File: src/rtl/password_programmer.sv
// Password programmer: a three-step change session (old / new / confirm)
// that updates the stored compare value used by the checker side.
// Optional consecutive-failure lockout is compiled in with
// `define PWD_PROGRAMMER_LOCKOUT_EN; without it, LOCK and its counter are absent.
module password_programmer #(
  parameter logic [2:0] RESET_PWD   = 3'b101,
  parameter int         MAX_FAIL    = 3,
  parameter int         LOCK_CYCLES = 100_000_000
) (
  input  logic       clk,
  input  logic       rst_n,
  input  logic [2:0] pwd_in,
  input  logic       set_req,
  input  logic       enter,
  output logic [2:0] pwd_out,
  output logic       busy,
  output logic       done,
  output logic       error,
  output logic       locked
);

  localparam int FW = (MAX_FAIL > 1) ? $clog2(MAX_FAIL + 1) : 1;
  localparam logic [FW-1:0] FAIL_MAX = FW'(MAX_FAIL);

  typedef enum logic [2:0] {
    IDLE, OLD, NEW, CONF
`ifdef PWD_PROGRAMMER_LOCKOUT_EN
    , LOCK
`endif
  } state_t;

  state_t        state, state_nxt;
  logic [2:0]    new_pwd, new_nxt, pwd_nxt;
  logic [FW-1:0] fail_cnt, fail_nxt;
  logic          set_q, enter_q;
  logic          done_nxt, error_nxt;
  logic          set_edge, enter_edge;

`ifdef PWD_PROGRAMMER_LOCKOUT_EN
  localparam int LW = (LOCK_CYCLES > 2) ? $clog2(LOCK_CYCLES) : 1;
  localparam logic [LW-1:0] LOCK_LAST = LW'(LOCK_CYCLES - 1);
  localparam logic [FW-1:0] FAIL_PRE  = FW'(MAX_FAIL - 1);
  logic [LW-1:0] lock_cnt, lock_nxt;
`endif

  assign set_edge   = set_req & ~set_q;
  assign enter_edge = enter & ~enter_q;
  assign busy       = (state != IDLE);
`ifdef PWD_PROGRAMMER_LOCKOUT_EN
  assign locked     = (state == LOCK);
`else
  assign locked     = 1'b0;
`endif

  // State, stored/pending passwords, fail counter, edge history, flag pulses
  always_ff @(posedge clk or negedge rst_n) begin
    if (!rst_n) begin
      state    <= IDLE;
      pwd_out  <= RESET_PWD;
      new_pwd  <= '0;
      fail_cnt <= '0;
      set_q    <= 1'b0;
      enter_q  <= 1'b0;
      done     <= 1'b0;
      error    <= 1'b0;
`ifdef PWD_PROGRAMMER_LOCKOUT_EN
      lock_cnt <= '0;
`endif
    end else begin
      state    <= state_nxt;
      pwd_out  <= pwd_nxt;
      new_pwd  <= new_nxt;
      fail_cnt <= fail_nxt;
      set_q    <= set_req;
      enter_q  <= enter;
      done     <= done_nxt;
      error    <= error_nxt;
`ifdef PWD_PROGRAMMER_LOCKOUT_EN
      lock_cnt <= lock_nxt;
`endif
    end
  end

  // Session decisions; every step acts on the edge that registers enter high
  always_comb begin
    state_nxt = state;
    pwd_nxt   = pwd_out;
    new_nxt   = new_pwd;
    fail_nxt  = fail_cnt;
    done_nxt  = 1'b0;
    error_nxt = 1'b0;
`ifdef PWD_PROGRAMMER_LOCKOUT_EN
    lock_nxt  = lock_cnt;
`endif
    case (state)
      // set_req is only looked at here, so it cannot restart a session
      IDLE: if (set_edge) state_nxt = OLD;
      OLD: if (enter_edge) begin
        if (pwd_in == pwd_out) begin
          fail_nxt  = '0;
          state_nxt = NEW;
        end else begin
          error_nxt = 1'b1;
          state_nxt = IDLE;
          if (fail_cnt != FAIL_MAX) fail_nxt = fail_cnt + 1'b1;
`ifdef PWD_PROGRAMMER_LOCKOUT_EN
          if (fail_cnt == FAIL_PRE) begin
            state_nxt = LOCK;
            lock_nxt  = '0;
          end
`endif
        end
      end
      NEW: if (enter_edge) begin
        new_nxt   = pwd_in;
        state_nxt = CONF;
      end
      CONF: if (enter_edge) begin
        if (pwd_in == new_pwd) begin
          pwd_nxt  = new_pwd;
          done_nxt = 1'b1;
        end else begin
          error_nxt = 1'b1;
        end
        state_nxt = IDLE;
      end
`ifdef PWD_PROGRAMMER_LOCKOUT_EN
      // Count 0..LOCK_CYCLES-1 so LOCK is occupied exactly LOCK_CYCLES cycles
      LOCK: begin
        if (lock_cnt == LOCK_LAST) begin
          state_nxt = IDLE;
          fail_nxt  = '0;
        end else begin
          lock_nxt = lock_cnt + 1'b1;
        end
      end
`endif
      default: state_nxt = IDLE;
    endcase
  end

endmodule

File: config.mk
export PLATFORM = sky130hd
export DESIGN_NAME = password_programmer
export DESIGN_NICKNAME = d
export VERILOG_FILES = /design/src/rtl/password_programmer.sv
export SDC_FILE = /design/constraint.sdc
export NUM_CORES = 1
export LEC_CHECK = 0
export CORE_AREA = 4 4 41 43
export DETAILED_ROUTE_END_ITERATION = 10
export DIE_AREA = 0 0 45 47
export GPL_TIMING_DRIVEN = 0
export PLACE_DENSITY = 0.74
export SLEW_MARGIN = 10
export SYNTH_ARGS = -nofsm -noshare
export SYNTH_HDL_FRONTEND = slang
export SYNTH_SLANG_ARGS = --single-unit
File: constraint.sdc
create_clock -name clk -period 1.5 [get_ports clk]
set_input_delay 0.3 -clock clk [delete_from_list [all_inputs] [get_ports clk]]
set_output_delay 0.3 -clock clk [all_outputs]
set_load 0.02 [all_outputs]
==> impl_metrics.tcl <==
set metrics [dict create \
    cp_max_fo 2 \
    synthesis.instances 41 \
    crit_type "reg2reg" \
    cp-end-kind "flip-flop" \
    p_leak_nw 0.415 \
    drt_iter0_markers 2 \
    cts_root_buf "clkbuf_4" \
    synth_common_cells "10 x dfrtp_1, 6 x mux2_2, 6 x xor2_1" \
    finalPower_mw 1.01 \
    fmax_mhz 679 \
    holdCritPathClass "in2reg" \
    cp.required_ps 1650 \
    grt_pass1_vias 397 \
    drtPass1Iterations 3 \
    drive_above_1_share 0.397 \
    path_clk_slew_ps 80 \
    fin_crit_ps 1470 \
    antenna_found_initial 0 \
    core_area_mm2 0.00130 \
    dp_hpwl_um 678 \
    synth_top_family_by_area "simple AND/OR/NAND/NOR gates" \
    max-vdd-ir-drop_mv 0.703 \
    setup_viol 0 \
    synth_area_leaders "dfrtp_1 46%, mux2_2 12%, dfstp_2 9.6%, xor2_1 9.6%, nor4_4 3.9%" \
    clock_path_buffers 2 \
    p_per_area_mw_per_mm2 1270 \
    vias 384 \
    routedWlPerCell_um 12.3 \
    outcome "finished, final reports clean" \
    cp_num_buf_inv 1 \
    synth_cell_type_count 19 \
    cts.sinks 12 \
    slew-limit-headroom 0.654 \
    crit_slowest_cell "dfrtp_1" \
    synth_fa_ha_area_frac 0 \
    rows 13 \
    wirelength_um 957 \
    netlist_area_um2 548 \
    postSynth.asyncResetShare 1.00 \
    tns_ps 0 \
    overflow 0 \
    final-seq-area_um2 304 \
    fillers 111 \
    cts_made_buffers 3 \
    rsz0062_at_grt "yes" \
    cpPeakStageDelay_ps 410 \
    place_congestion 0.658 \
    die_x_um 45 \
    area_growth_pct 44.7 \
    die-area_mm2 0.00212 \
    cts_max_level 1 \
    yosysWarnings 0 \
    synth_mux_area_frac 0.123 \
    yosys.cell_count.top_type "dfrtp_1" \
    die_y_um 47 \
    synth-compound-area-share 0.0251 \
    syn_nets 48 \
    vias_per_cell 4.92 \
    worstSkewPairLatency_ps 270 \
    yosysTopAreaCell "dfrtp_1" \
    cts_tree "built" \
    arrival_ps 1620 \
    drc 0 \
    critical-path-top-delay-family "flip-flops" \
    num_io_pins 14 \
    synth_edf_count 0 \
    hold_violations 0 \
    grt_first_pass_wirelength_um 1700 \
    multi_input_area_um2 270 \
    finalClockSkew_ps 10.4 \
    postRouteAntennaNets 0 \
    critPathLaunchType "flip-flop" \
    start_util 0.421 \
    ys_seq_elements 12 \
    synth_ff_type "dfrtp_1" \
    fin_crit_sh 0.981 \
    avgSynthCellArea_um2 13.4 \
    port_buffers 12 \
    synth_simple_gate_area_frac 0.183 \
    fin_nets 71 \
    synthXorXnorAreaFrac 0.0959 \
    synth_top_area_frac 0.457 \
    cp_cell_sequence "xor2_2 -> nor4_4 -> buf_4 -> mux2_4" \
    n_antenna_cell 0 \
    worst_pin_slew_ps 518 \
    yosysSeqAreaShare 0.553 \
    drv_cap 0 \
    grt_use_total 0.111 \
    slew_violations 0 \
    grt_max_degree 13 \
]
## report_power, final
part / switching, mW / internal, mW
combinational: 0.143 / 0.195
clock: 0.104 / 0.103
sequential: 0.0754 / 0.391
total: 0.322 / 0.689
## cell families after synthesis
kind of cell,count (synthesis)
flip-flops,12
XOR/XNOR,6
buffers and inverters,1
multiplexers,6
AND/OR/NAND/NOR,13
AO/OA/AOI/OAI,2
other,1
## routing by layer
layer	share of wire	up-vias	track usage
met5	0	-	0
met4	0	0	0.0351
met3	0.062	0	0.0383
met1	0.44	187	0.138
met2	0.50	10	0.181
li1	-	187	-
## final timing paths
path	depth (start not counted)	to	from	slack [ps]
setup / recovery	4	pwd_out[1]	new_pwd[2]	30
hold / removal	1	enter_q	enter	330
setup reg to reg	4	pwd_out[1]	new_pwd[2]	30
hold reg to reg	1	pwd_out[1]	pwd_out[1]	560
max in group asynchronous	1	pwd_out[2]	rst_n	760
min in group asynchronous	1	new_pwd[2]	rst_n	360
## through the flow
stage          setup WS (ps)  utilization  cells  area (um^2)  hold WS, ps
2_1_floorplan            124            -     41          548         4.41
3_3_place_gp            -378        0.528     68          687          542
3_5_place_dp            -390        0.528     68          687          545
4_1_cts               -0.682        0.568     74          739          334
5_1_grt                -28.3        0.610     78          793          352
6_report                27.8        0.610     78          793          332
## final cells by class
cell class | count | area share
multi-input cells | 28 | 0.341
flip-flops and latches | 12 | 0.383
clock buffers | 4 | 0.0331
plain buffers | 1 | 0.00946
repair buffers | 18 | 0.210
well taps | 15 | 0.0237
## timing repair
item | CTS | global route
pin swaps | 1 | 1
gates resized for setup | 15 | 7
setup endpoints to repair | 7 | 6
hold buffers | 0 | 0
buffers inserted | 2 | 4
## state kept, by name (all words and copies together) (netlist names)
name / flops
done: 1
error: 1
enter_q: 1
state: 2
new_pwd: 3
set_q: 1
pwd_out: 3
## placed cells by master (no fill, tap or decap), types with 2 or more instances in the layout
cell / n
mux2_4: 2
xor2_1: 3
mux2_2: 4
dlymetal6s2s_1: 3
buf_4: 7
dfrtp_1: 9
clkbuf_4: 3
dlygate4sd2_1: 6
dfstp_2: 2
nand2_1: 2
clkdlybuf4s50_1: 2
nor4_1: 2
xor2_2: 3
## worst register-to-register path: cells and delay by family (launching register included)
kind / cells / cell delay (ps)
XOR/XNOR: 1 / 170
buffers and inverters: 1 / 170
flip-flops: 1 / 410
multiplexers: 1 / 290
AND/OR/NAND/NOR: 1 / 310
Power figures use the tool's default switching activity.
